==> src/rtl/seu_npu_layer_seq_if.sv <==
// Descriptor read channel between the layer sequencer (master) and the DDR read controller (slave).
interface seu_npu_layer_seq_if #(
    parameter int unsigned DDR_AW = 32,
    parameter int unsigned DW     = 32
);
    logic              rd_req;
    logic [DDR_AW-1:0] rd_addr;
    logic [7:0]        rd_len;
    logic              rd_ack;
    logic              rd_vld;
    logic [DW-1:0]     rd_data;

    modport master (output rd_req, rd_addr, rd_len, input rd_ack, rd_vld, rd_data);
    modport slave  (input rd_req, rd_addr, rd_len, output rd_ack, rd_vld, rd_data);
endinterface

==> src/rtl/seu_npu_layer_seq.sv <==
// SEU_NPU layer sequencer: fetches per-layer descriptors, derives weight/BN/map addresses,
// launches each layer on the compute engine and waits for its completion.
module seu_npu_layer_seq #(
    parameter int unsigned DDR_AW     = 32,
    parameter int unsigned DW         = 32,
    parameter int unsigned DESC_WORDS = 4,
    parameter int unsigned LN_W       = 8
) (
    input  logic                         clk_trans,
    input  logic                         rst_n,
    input  logic                         start,
    input  logic                         abort,
    input  logic [DDR_AW-1:0]            nn_wt_saddr,
    input  logic [DDR_AW-1:0]            nn_map0_saddr,
    input  logic [DDR_AW-1:0]            nn_map1_saddr,
    input  logic [DDR_AW-1:0]            nn_bn_saddr,
    input  logic [DDR_AW-1:0]            nn_layer_para_saddr,
    input  logic [DDR_AW-1:0]            nn_first_map_saddr,
    input  logic [LN_W-1:0]              nn_layers_num,
    seu_npu_layer_seq_if.master          rd,
    output logic                         layer_start,
    output logic [LN_W-1:0]              layer_idx,
    output logic [DDR_AW-1:0]            layer_wt_addr,
    output logic [DDR_AW-1:0]            layer_bn_addr,
    output logic [DDR_AW-1:0]            layer_in_addr,
    output logic [DDR_AW-1:0]            layer_out_addr,
    output logic [(DESC_WORDS-2)*DW-1:0] layer_cfg,
    input  logic                         layer_done,
    output logic                         busy,
    output logic                         nn_done
);
    localparam int unsigned CW = $clog2(DESC_WORDS);
    localparam logic [DDR_AW-1:0] STRIDE = DDR_AW'(DESC_WORDS * (DW / 8));

    typedef enum logic [2:0] {S_IDLE, S_REQ, S_RECV, S_ISSUE, S_WAIT, S_FIN} state_t;
    state_t state, state_nxt;

    logic [DDR_AW-1:0]            para_q, first_q, map0_q, map1_q, wt_acc, bn_acc;
    logic [LN_W-1:0]              layers_q, idx;
    logic [CW-1:0]                cnt;
    logic [DW-1:0]                words [DESC_WORDS];
    logic [(DESC_WORDS-2)*DW-1:0] cfg_nxt;
    logic                         last_beat, more_layers;

    assign last_beat   = (state == S_RECV) && rd.rd_vld && (cnt == CW'(DESC_WORDS - 1));
    assign more_layers = ({1'b0, idx} + (LN_W+1)'(1)) < {1'b0, layers_q};

    always_ff @(posedge clk_trans or negedge rst_n) begin
        if (!rst_n) state <= S_IDLE;
        else        state <= state_nxt;
    end

    always_comb begin
        state_nxt   = state;
        rd.rd_req   = (state == S_REQ);
        rd.rd_addr  = para_q + DDR_AW'(idx) * STRIDE;
        rd.rd_len   = 8'(DESC_WORDS);
        layer_start = (state == S_ISSUE);
        busy        = (state != S_IDLE);
        nn_done     = (state == S_FIN);
        case (state)
            S_IDLE:  if (start && !abort) state_nxt = (nn_layers_num == '0) ? S_FIN : S_REQ;
            S_REQ:   if (rd.rd_ack) state_nxt = S_RECV;
            S_RECV:  if (last_beat) state_nxt = S_ISSUE;
            S_ISSUE: state_nxt = S_WAIT;
            S_WAIT:  if (layer_done) state_nxt = more_layers ? S_REQ : S_FIN;
            S_FIN:   state_nxt = S_IDLE;
            default: state_nxt = S_IDLE;
        endcase
        // abort overrides every transition out of a busy state
        if (state != S_IDLE && abort) state_nxt = S_IDLE;
    end

    // The final beat is forwarded directly so layer_cfg is valid in the ISSUE cycle.
    always_comb begin
        cfg_nxt = '0;
        for (int unsigned i = 2; i < DESC_WORDS; i++)
            cfg_nxt[(i-2)*DW +: DW] = (i == DESC_WORDS - 1) ? rd.rd_data : words[CW'(i)];
    end

    always_ff @(posedge clk_trans or negedge rst_n) begin
        if (!rst_n) begin
            para_q         <= '0;
            first_q        <= '0;
            map0_q         <= '0;
            map1_q         <= '0;
            wt_acc         <= '0;
            bn_acc         <= '0;
            layers_q       <= '0;
            idx            <= '0;
            cnt            <= '0;
            for (int unsigned i = 0; i < DESC_WORDS; i++) words[i] <= '0;
            layer_idx      <= '0;
            layer_wt_addr  <= '0;
            layer_bn_addr  <= '0;
            layer_in_addr  <= '0;
            layer_out_addr <= '0;
            layer_cfg      <= '0;
        end else begin
            if (state == S_IDLE && start && !abort) begin
                para_q   <= nn_layer_para_saddr;
                first_q  <= nn_first_map_saddr;
                map0_q   <= nn_map0_saddr;
                map1_q   <= nn_map1_saddr;
                layers_q <= nn_layers_num;
                wt_acc   <= nn_wt_saddr;
                bn_acc   <= nn_bn_saddr;
                idx      <= '0;
            end
            if (state == S_REQ) cnt <= '0;
            if (state == S_RECV && rd.rd_vld && !abort) begin
                words[cnt] <= rd.rd_data;
                cnt        <= cnt + CW'(1);
            end
            if (state == S_RECV && state_nxt == S_ISSUE) begin
                layer_idx      <= idx;
                layer_wt_addr  <= wt_acc;
                layer_bn_addr  <= bn_acc;
                layer_in_addr  <= (idx == '0) ? first_q : layer_out_addr;
                layer_out_addr <= idx[0] ? map1_q : map0_q;
                layer_cfg      <= cfg_nxt;
            end
            if (state == S_WAIT && layer_done && !abort) begin
                wt_acc <= wt_acc + DDR_AW'(words[0]);
                bn_acc <= bn_acc + DDR_AW'(words[1]);
                idx    <= idx + LN_W'(1);
            end
        end
    end
endmodule

==> src/flat_wrapper.sv <==
// flat-port wrapper written by rule: the top's interface ports become plain ports
module seu_npu_layer_seq_flat 
#(
    parameter int unsigned DDR_AW     = 32,
    parameter int unsigned DW         = 32,
    parameter int unsigned DESC_WORDS = 4,
    parameter int unsigned LN_W       = 8
)
  (clk_trans, rst_n, start, abort, nn_wt_saddr, nn_map0_saddr, nn_map1_saddr, nn_bn_saddr, nn_layer_para_saddr, nn_first_map_saddr, nn_layers_num, layer_start, layer_idx, layer_wt_addr, layer_bn_addr, layer_in_addr, layer_out_addr, layer_cfg, layer_done, busy, nn_done, rd_rd_req, rd_rd_addr, rd_rd_len, rd_rd_ack, rd_rd_vld, rd_rd_data);
  seu_npu_layer_seq_if #(.DDR_AW(DDR_AW), .DW(DW)) rd_i ();
  input  logic clk_trans;
  input  logic rst_n;
  input  logic start;
  input  logic abort;
  input  logic [DDR_AW-1:0] nn_wt_saddr;
  input  logic [DDR_AW-1:0] nn_map0_saddr;
  input  logic [DDR_AW-1:0] nn_map1_saddr;
  input  logic [DDR_AW-1:0] nn_bn_saddr;
  input  logic [DDR_AW-1:0] nn_layer_para_saddr;
  input  logic [DDR_AW-1:0] nn_first_map_saddr;
  input  logic [LN_W-1:0] nn_layers_num;
  output logic layer_start;
  output logic [LN_W-1:0] layer_idx;
  output logic [DDR_AW-1:0] layer_wt_addr;
  output logic [DDR_AW-1:0] layer_bn_addr;
  output logic [DDR_AW-1:0] layer_in_addr;
  output logic [DDR_AW-1:0] layer_out_addr;
  output logic [(DESC_WORDS-2)*DW-1:0] layer_cfg;
  input  logic layer_done;
  output logic busy;
  output logic nn_done;
  output wire logic [$bits(rd_i.rd_req)-1:0] rd_rd_req;
  output wire logic [$bits(rd_i.rd_addr)-1:0] rd_rd_addr;
  output wire logic [$bits(rd_i.rd_len)-1:0] rd_rd_len;
  input wire logic [$bits(rd_i.rd_ack)-1:0] rd_rd_ack;
  input wire logic [$bits(rd_i.rd_vld)-1:0] rd_rd_vld;
  input wire logic [$bits(rd_i.rd_data)-1:0] rd_rd_data;
  assign rd_rd_req = rd_i.rd_req;
  assign rd_rd_addr = rd_i.rd_addr;
  assign rd_rd_len = rd_i.rd_len;
  assign rd_i.rd_ack = rd_rd_ack;
  assign rd_i.rd_vld = rd_rd_vld;
  assign rd_i.rd_data = rd_rd_data;
  seu_npu_layer_seq #(.DDR_AW(DDR_AW), .DW(DW), .DESC_WORDS(DESC_WORDS), .LN_W(LN_W)) u_core (.clk_trans(clk_trans), .rst_n(rst_n), .start(start), .abort(abort), .nn_wt_saddr(nn_wt_saddr), .nn_map0_saddr(nn_map0_saddr), .nn_map1_saddr(nn_map1_saddr), .nn_bn_saddr(nn_bn_saddr), .nn_layer_para_saddr(nn_layer_para_saddr), .nn_first_map_saddr(nn_first_map_saddr), .nn_layers_num(nn_layers_num), .rd(rd_i), .layer_start(layer_start), .layer_idx(layer_idx), .layer_wt_addr(layer_wt_addr), .layer_bn_addr(layer_bn_addr), .layer_in_addr(layer_in_addr), .layer_out_addr(layer_out_addr), .layer_cfg(layer_cfg), .layer_done(layer_done), .busy(busy), .nn_done(nn_done));
endmodule
==> config.mk <==
export PLATFORM = sky130hd
export DESIGN_NAME = seu_npu_layer_seq_flat
export DESIGN_NICKNAME = d
export VERILOG_FILES = /design/src/rtl/seu_npu_layer_seq_if.sv /design/src/rtl/seu_npu_layer_seq.sv /design/src/flat_wrapper.sv
export SDC_FILE = /design/constraint.sdc
export NUM_CORES = 1
export LEC_CHECK = 0
export ABC_AREA = 1
export BUFFER_PORTS_ARGS = -buffer_cell sky130_fd_sc_hd__buf_2
export CELL_PAD_IN_SITES_DETAIL_PLACEMENT = 1
export CELL_PAD_IN_SITES_GLOBAL_PLACEMENT = 2
export CORE_ASPECT_RATIO = 1.5
export CORE_MARGIN = 8
export CORE_UTILIZATION = 36
export CTS_BUF_LIST = sky130_fd_sc_hd__clkbuf_4
export CTS_CLUSTER_DIAMETER = 60
export DETAILED_ROUTE_END_ITERATION = 8
export GPL_TIMING_DRIVEN = 0
export PLACE_DENSITY = 0.87
export SKIP_CTS_REPAIR_TIMING = 1
export SLEW_MARGIN = 20
export SYNTH_ARGS = -nofsm -noshare
export SYNTH_HDL_FRONTEND = slang
export SYNTH_SLANG_ARGS = --single-unit
==> constraint.sdc <==
create_clock -name clk_trans -period 5.15 [get_ports clk_trans]
set_input_delay 0.2575 -clock clk_trans [delete_from_list [all_inputs] [get_ports clk_trans]]
set_output_delay 0.2575 -clock clk_trans [all_outputs]
set_load 0.03 [all_outputs]
======== Word level (Yosys, flattened, before mapping) ========
Cells that the tools add are included.
word-level totals
  word-level logic and storage cells ...... 76
  output and inout port bits .............. 244
  flip-flop bits (word level) ............. 541
cells by class
  reductions and logical operators ........ 18
  add/subtract/negate cells ............... 6
  equality and inequality tests ........... 7
  muxes and demuxes ....................... 21
  bitwise logic cells ..................... 1
  $lt $le $gt $ge ......................... 3
operators by type and width
  cell                                                                           count
  32-bit two-way mux                                                             7
  128-bit bitwise mux                                                            1
  32-bit adder                                                                   2
  32-bit demux with 2-bit select                                                 1
  32-bit by 12-bit adder with 32-bit output                                      1
  3-bit two-way mux                                                              7
  8-bit logical NOT                                                              2
  8-bit two-way mux                                                              2
  3-bit one-hot mux with 5 select lines                                          1
  1-bit logical AND                                                              11
  8-bit by 1-bit adder with 9-bit output (second input constant)                 1
  3-bit by 2-bit == test with 1-bit output (second input constant)               3
  9-bit by 8-bit less-than comparator with 1-bit output                          1
  8-bit by 1-bit adder with 8-bit output (second input constant)                 1
  3-bit == test (second input constant)                                          2
  2-bit two-way mux                                                              2
  2-bit nonzero test                                                             2
  3-bit by 1-bit == test with 1-bit output (second input constant)               1
  3-bit >= comparator (second input constant)                                    1
  3-bit logical NOT                                                              1
  3-bit by 1-bit less-than comparator with 1-bit output (second input constant)  1
  2-bit NOT with 3-bit output                                                    1
  3-bit nonzero test                                                             1
  2-bit by 1-bit adder with 2-bit output (second input constant)                 1
  other kinds (2)                                                                2

======== Depth between registers and ports, before layout ========
  depth in word-level cells ............... 8
  mapped depth ............................ 14
  mapped depth without buffers ............ 14

======== Least setup slack after synthesis ========
No wires, ideal clock.
  path type ............................... register to output
  from .................................... register u_core.idx[0]
  to ...................................... output port rd_rd_addr[30]
  arrival time ............................ 2.414 ns
  path buffers ............................ 0
  required time ........................... 4.893 ns
  path slack .............................. 2.478 ns
  stages on the path, launching flop included .. 9
  cells stage by stage .................... dfrtp_1 > ha_1 > inv_1 > fa_1 > o21ai_0 > a21oi_1 > nor2_1 > nand4_1 > xnor2_1
on the way
  longest elaborated chain between the ends .. 1
ends and longest elaborated chain
  what                                       line                      text
  start: declaration                         seu_npu_layer_seq.sv:39   logic [LN_W-1:0] layers_q, idx;
  start signal: assignment                   seu_npu_layer_seq.sv:126  idx <= idx + LN_W'(1);
  32-bit by 12-bit adder with 32-bit output  seu_npu_layer_seq.sv:56   rd.rd_addr = para_q + DDR_AW'(idx) * STRIDE;
  end: declaration                           flat_wrapper.sv:33        output wire logic [$bits(rd_i.rd_addr)-1:0] rd_rd_addr;
Every way passes these cells.

======== Worst setup path in the final report ========
Same ends and word-level chain as after synthesis.

==> results.yml <==
floorplanning:
  die_y_um: 349
  core-area_um2: 73400
  ioPinCount: 483
  fp.dieW_um: 238
  rows: 122
  start_util: 0.361
  die_area_um2: 82800
flow_run:
  drv_cap: 0
clock_network:
  cts_tree: "built"
  cts_root_buf: "clkbuf_4"
  clk_pin_slew_ns: 0.07
  cts_buffers: 135
  cts.sinks: 509
  insertion_delay_ns: 1.06
  h-tree-depth: 4
  clk_path_buf_depth: 3
grt:
  grt_max_degree: 90
  grt_overflow: 0
  grt.total_usage: 0.264
  antenna_found_initial: 13
  first_global_vias: 27640
  grt_pass1_wl_mm: 165
synthesis:
  ys_seq_area_frac: 0.480
  ys_seq_elements: 509
  yosysUniqueCellTypes: 41
  avgSynthCellArea_um2: 7.65
  synth_cells: 3467
  ys_warn_count: 0
  syn_area_um2: 26500
  async_flop_share: 1.00
  synth-edff-count: 0
  yosys_most_used_dff: "dfrtp_1"
sta:
  hold_viol_final: 2
  skew_ns: 0.101
  setup_violations: 0
  min_period_ns: 4.38
  grt_setup_unrepaired: "false"
  max_freq_mhz: 228
  tightestPinTransition_ns: 1.03
  maxSlewViolCount: 0
  relSlewSlack: 0.314
  hold_ws_ns: -0.00663
  fin_ws_ns: 0.768
  finalCritPeriodShare: 0.851
  fin_setup_tns_ns: 0
place:
  numPortBuffers: 474
  placedInstanceArea_um2: 30300
  gp_congestion: 0.929
  hpwl_mm: 88.5
  place_inst: 4944
  place_ws_ns: 1.80
finish:
  finalNonFillerCells: 5498
  final.fill_count: 9197
  nNetsFinal: 4732
  area_growth_syn_to_layout_pct: 32.6
  stdcell_area_um2: 35200
  drive_above_1_share: 0.183
power_and_ir_drop:
  power_frac_comb: 0.502
  p_seq_frac: 0.330
  power.switching_w: 0.0108
  peakVddDrop_mv: 0.363
  power.clock.fraction: 0.169
  swShare: 0.495
  p_leak_nw: 19.2
  power.density_nw_per_um2: 622
  intPower_w: 0.0111
routing:
  dr.pass1.iters: 5
  drt_drc_violations_left: 0
  drtAntennaViolNets: 0
  drtIter0Drc: 1082
  via_count: 27003
  wire_per_inst_um: 21.8
  drt-total-wl_mm: 120
  avgViaCountPerCell: 4.91
run_status:
  violations: "negative hold slack"
  status: "finished, violations left"
setup_path:
  critPathMaxFanout: 7
  cp-end-kind: "primary output"
  worstSetupPathType: "reg -> out"
  cp.arrival_ns: 4.12
  cp-start-kind: "flip-flop"
  cp_data_required_time_ns: 4.89
min_path:
  hp-class: "in -> reg"
-- cells in the mapped netlist (all sizes together) (7+ instances only) --
cell,instances,share of area
nand4,19,0.0045
nor3,25,0.0053
ha,83,0.039
o22ai,20,0.0047
inv,444,0.063
xnor2,13,0.0043
nor2,141,0.020
o21a,26,0.0074
dfrtp,509,0.48
nand2,1407,0.20
and2,7,0.0017
o21bai,7,0.0020
a21oi,72,0.014
nand3,114,0.022
mux2,52,0.022
clkbuf,52,0.0074
buf,88,0.021
xor2,37,0.012
o21ai,319,0.062
-- registers in the layout (all words and copies together), names as in the netlist, 8 cells and up --
| signal | cells |
|---|---|
| u_core.layer_cfg | 64 |
| u_core.layer_out_addr | 32 |
| u_core.bn_acc | 32 |
| u_core.wt_acc | 32 |
| u_core.first_q | 32 |
| u_core.cfg_nxt | 32 |
| u_core.para_q | 32 |
| u_core.layer_idx | 8 |
| u_core.map0_q | 32 |
| u_core.idx | 8 |
| u_core.layer_wt_addr | 32 |
| u_core.layers_q | 8 |
| u_core.words | 64 |
| u_core.layer_in_addr | 32 |
| u_core.map1_q | 32 |
| u_core.layer_bn_addr | 32 |
-- cell families after synthesis --
| group | synth area share |
|---|---|
| simple gates | 0.256 |
| fa+ha+maj | 0.0414 |
| compound gates | 0.0925 |
| flops | 0.480 |
| other cells | 0.000283 |
| xor+xnor | 0.0165 |
| buf+inv | 0.0913 |
| mux | 0.0221 |
-- power groups by stage --
stage	Clock, W	Combinational (W)	Sequential (W)
6_report	0.00369	0.0110	0.00721
5_1_grt	0.00396	0.0121	0.00739
4_1_cts	0.00375	0.0107	0.00714
3_5_place_dp	0	0.0107	0.00718
3_3_place_gp	0	0.0104	0.00714
2_1_floorplan	0	0.00571	0.00823
-- placed cells by master, fill, tap and decap left out, drive strengths merged, types with 83 or more instances in the layout --
cell / synthesis / layout
nand2: 1407 / 1407
inv: 444 / 446
nand3: 114 / 114
dlygate4sd3: 0 / 317
clkbuf: 52 / 236
buf: 88 / 568
o21ai: 319 / 319
ha: 83 / 83
dfrtp: 509 / 509
nor2: 141 / 141
-- critical path: stages, from the launching register on --
cell	delay [ns]
dfrtp_1	0.63
ha_1	0.28
inv_1	0.09
fa_1	0.41
o21ai_0	0.50
a21oi_1	0.27
nor2_1	0.25
nand4_1	0.21
xnor2_1	0.25
buf_2	0.24
-- routing by layer --
| layer | wire length (µm) | track usage | up-vias |
|---|---|---|---|
| li1 | - | - | 12691 |
| met1 | 43200 | 0.268 | 13223 |
| met2 | 63900 | 0.486 | 823 |
| met3 | 6680 | 0.0781 | 258 |
| met4 | 5890 | 0.133 | 8 |
| met5 | 57 | 0 | - |
-- per-stage QoR --
step	power, W	util	hold slack, ns
2_1_floorplan	0.0139	-	-0.0381
3_3_place_gp	0.0176	0.411	0.452
3_5_place_dp	0.0178	0.413	0.293
4_1_cts	0.0216	0.435	-0.869
5_1_grt	0.0234	0.479	-0.0633
6_report	0.0219	0.479	-0.00663
-- layout make-up --
class                      instances  area [µm²]  share of cell area
antenna                           12        30.0            0.000853
buffer                           140         756              0.0215
clock buffer                     184        1380              0.0392
clock inverter                    40         259             0.00736
inverter                         445        1670              0.0475
multi-input combinational       2379       11400               0.324
sequential                       509       12700               0.362
tap                              992        1240              0.0353
timing repair buffer             797        5720               0.163
-- worst paths after layout --
kind | from | to | slack (ns) | depth (start not counted)
min in group asynchronous | rst_n | u_core.cfg_nxt[20] | 0.34 | 4
worst max register to register | u_core.idx[0] | u_core.state[2] | 1.95 | 12
max in group asynchronous | rst_n | u_core.para_q[5] | 3.44 | 6
worst max-delay path | u_core.idx[0] | rd_rd_addr[30] | 0.77 | 9
worst min register to register | u_core.layer_wt_addr[26] | u_core.layer_wt_addr[26] | 0.47 | 2
worst min-delay path | nn_map0_saddr[23] | u_core.map0_q[23] | -0.007 | 4
(Power assumes the default switching activity.)
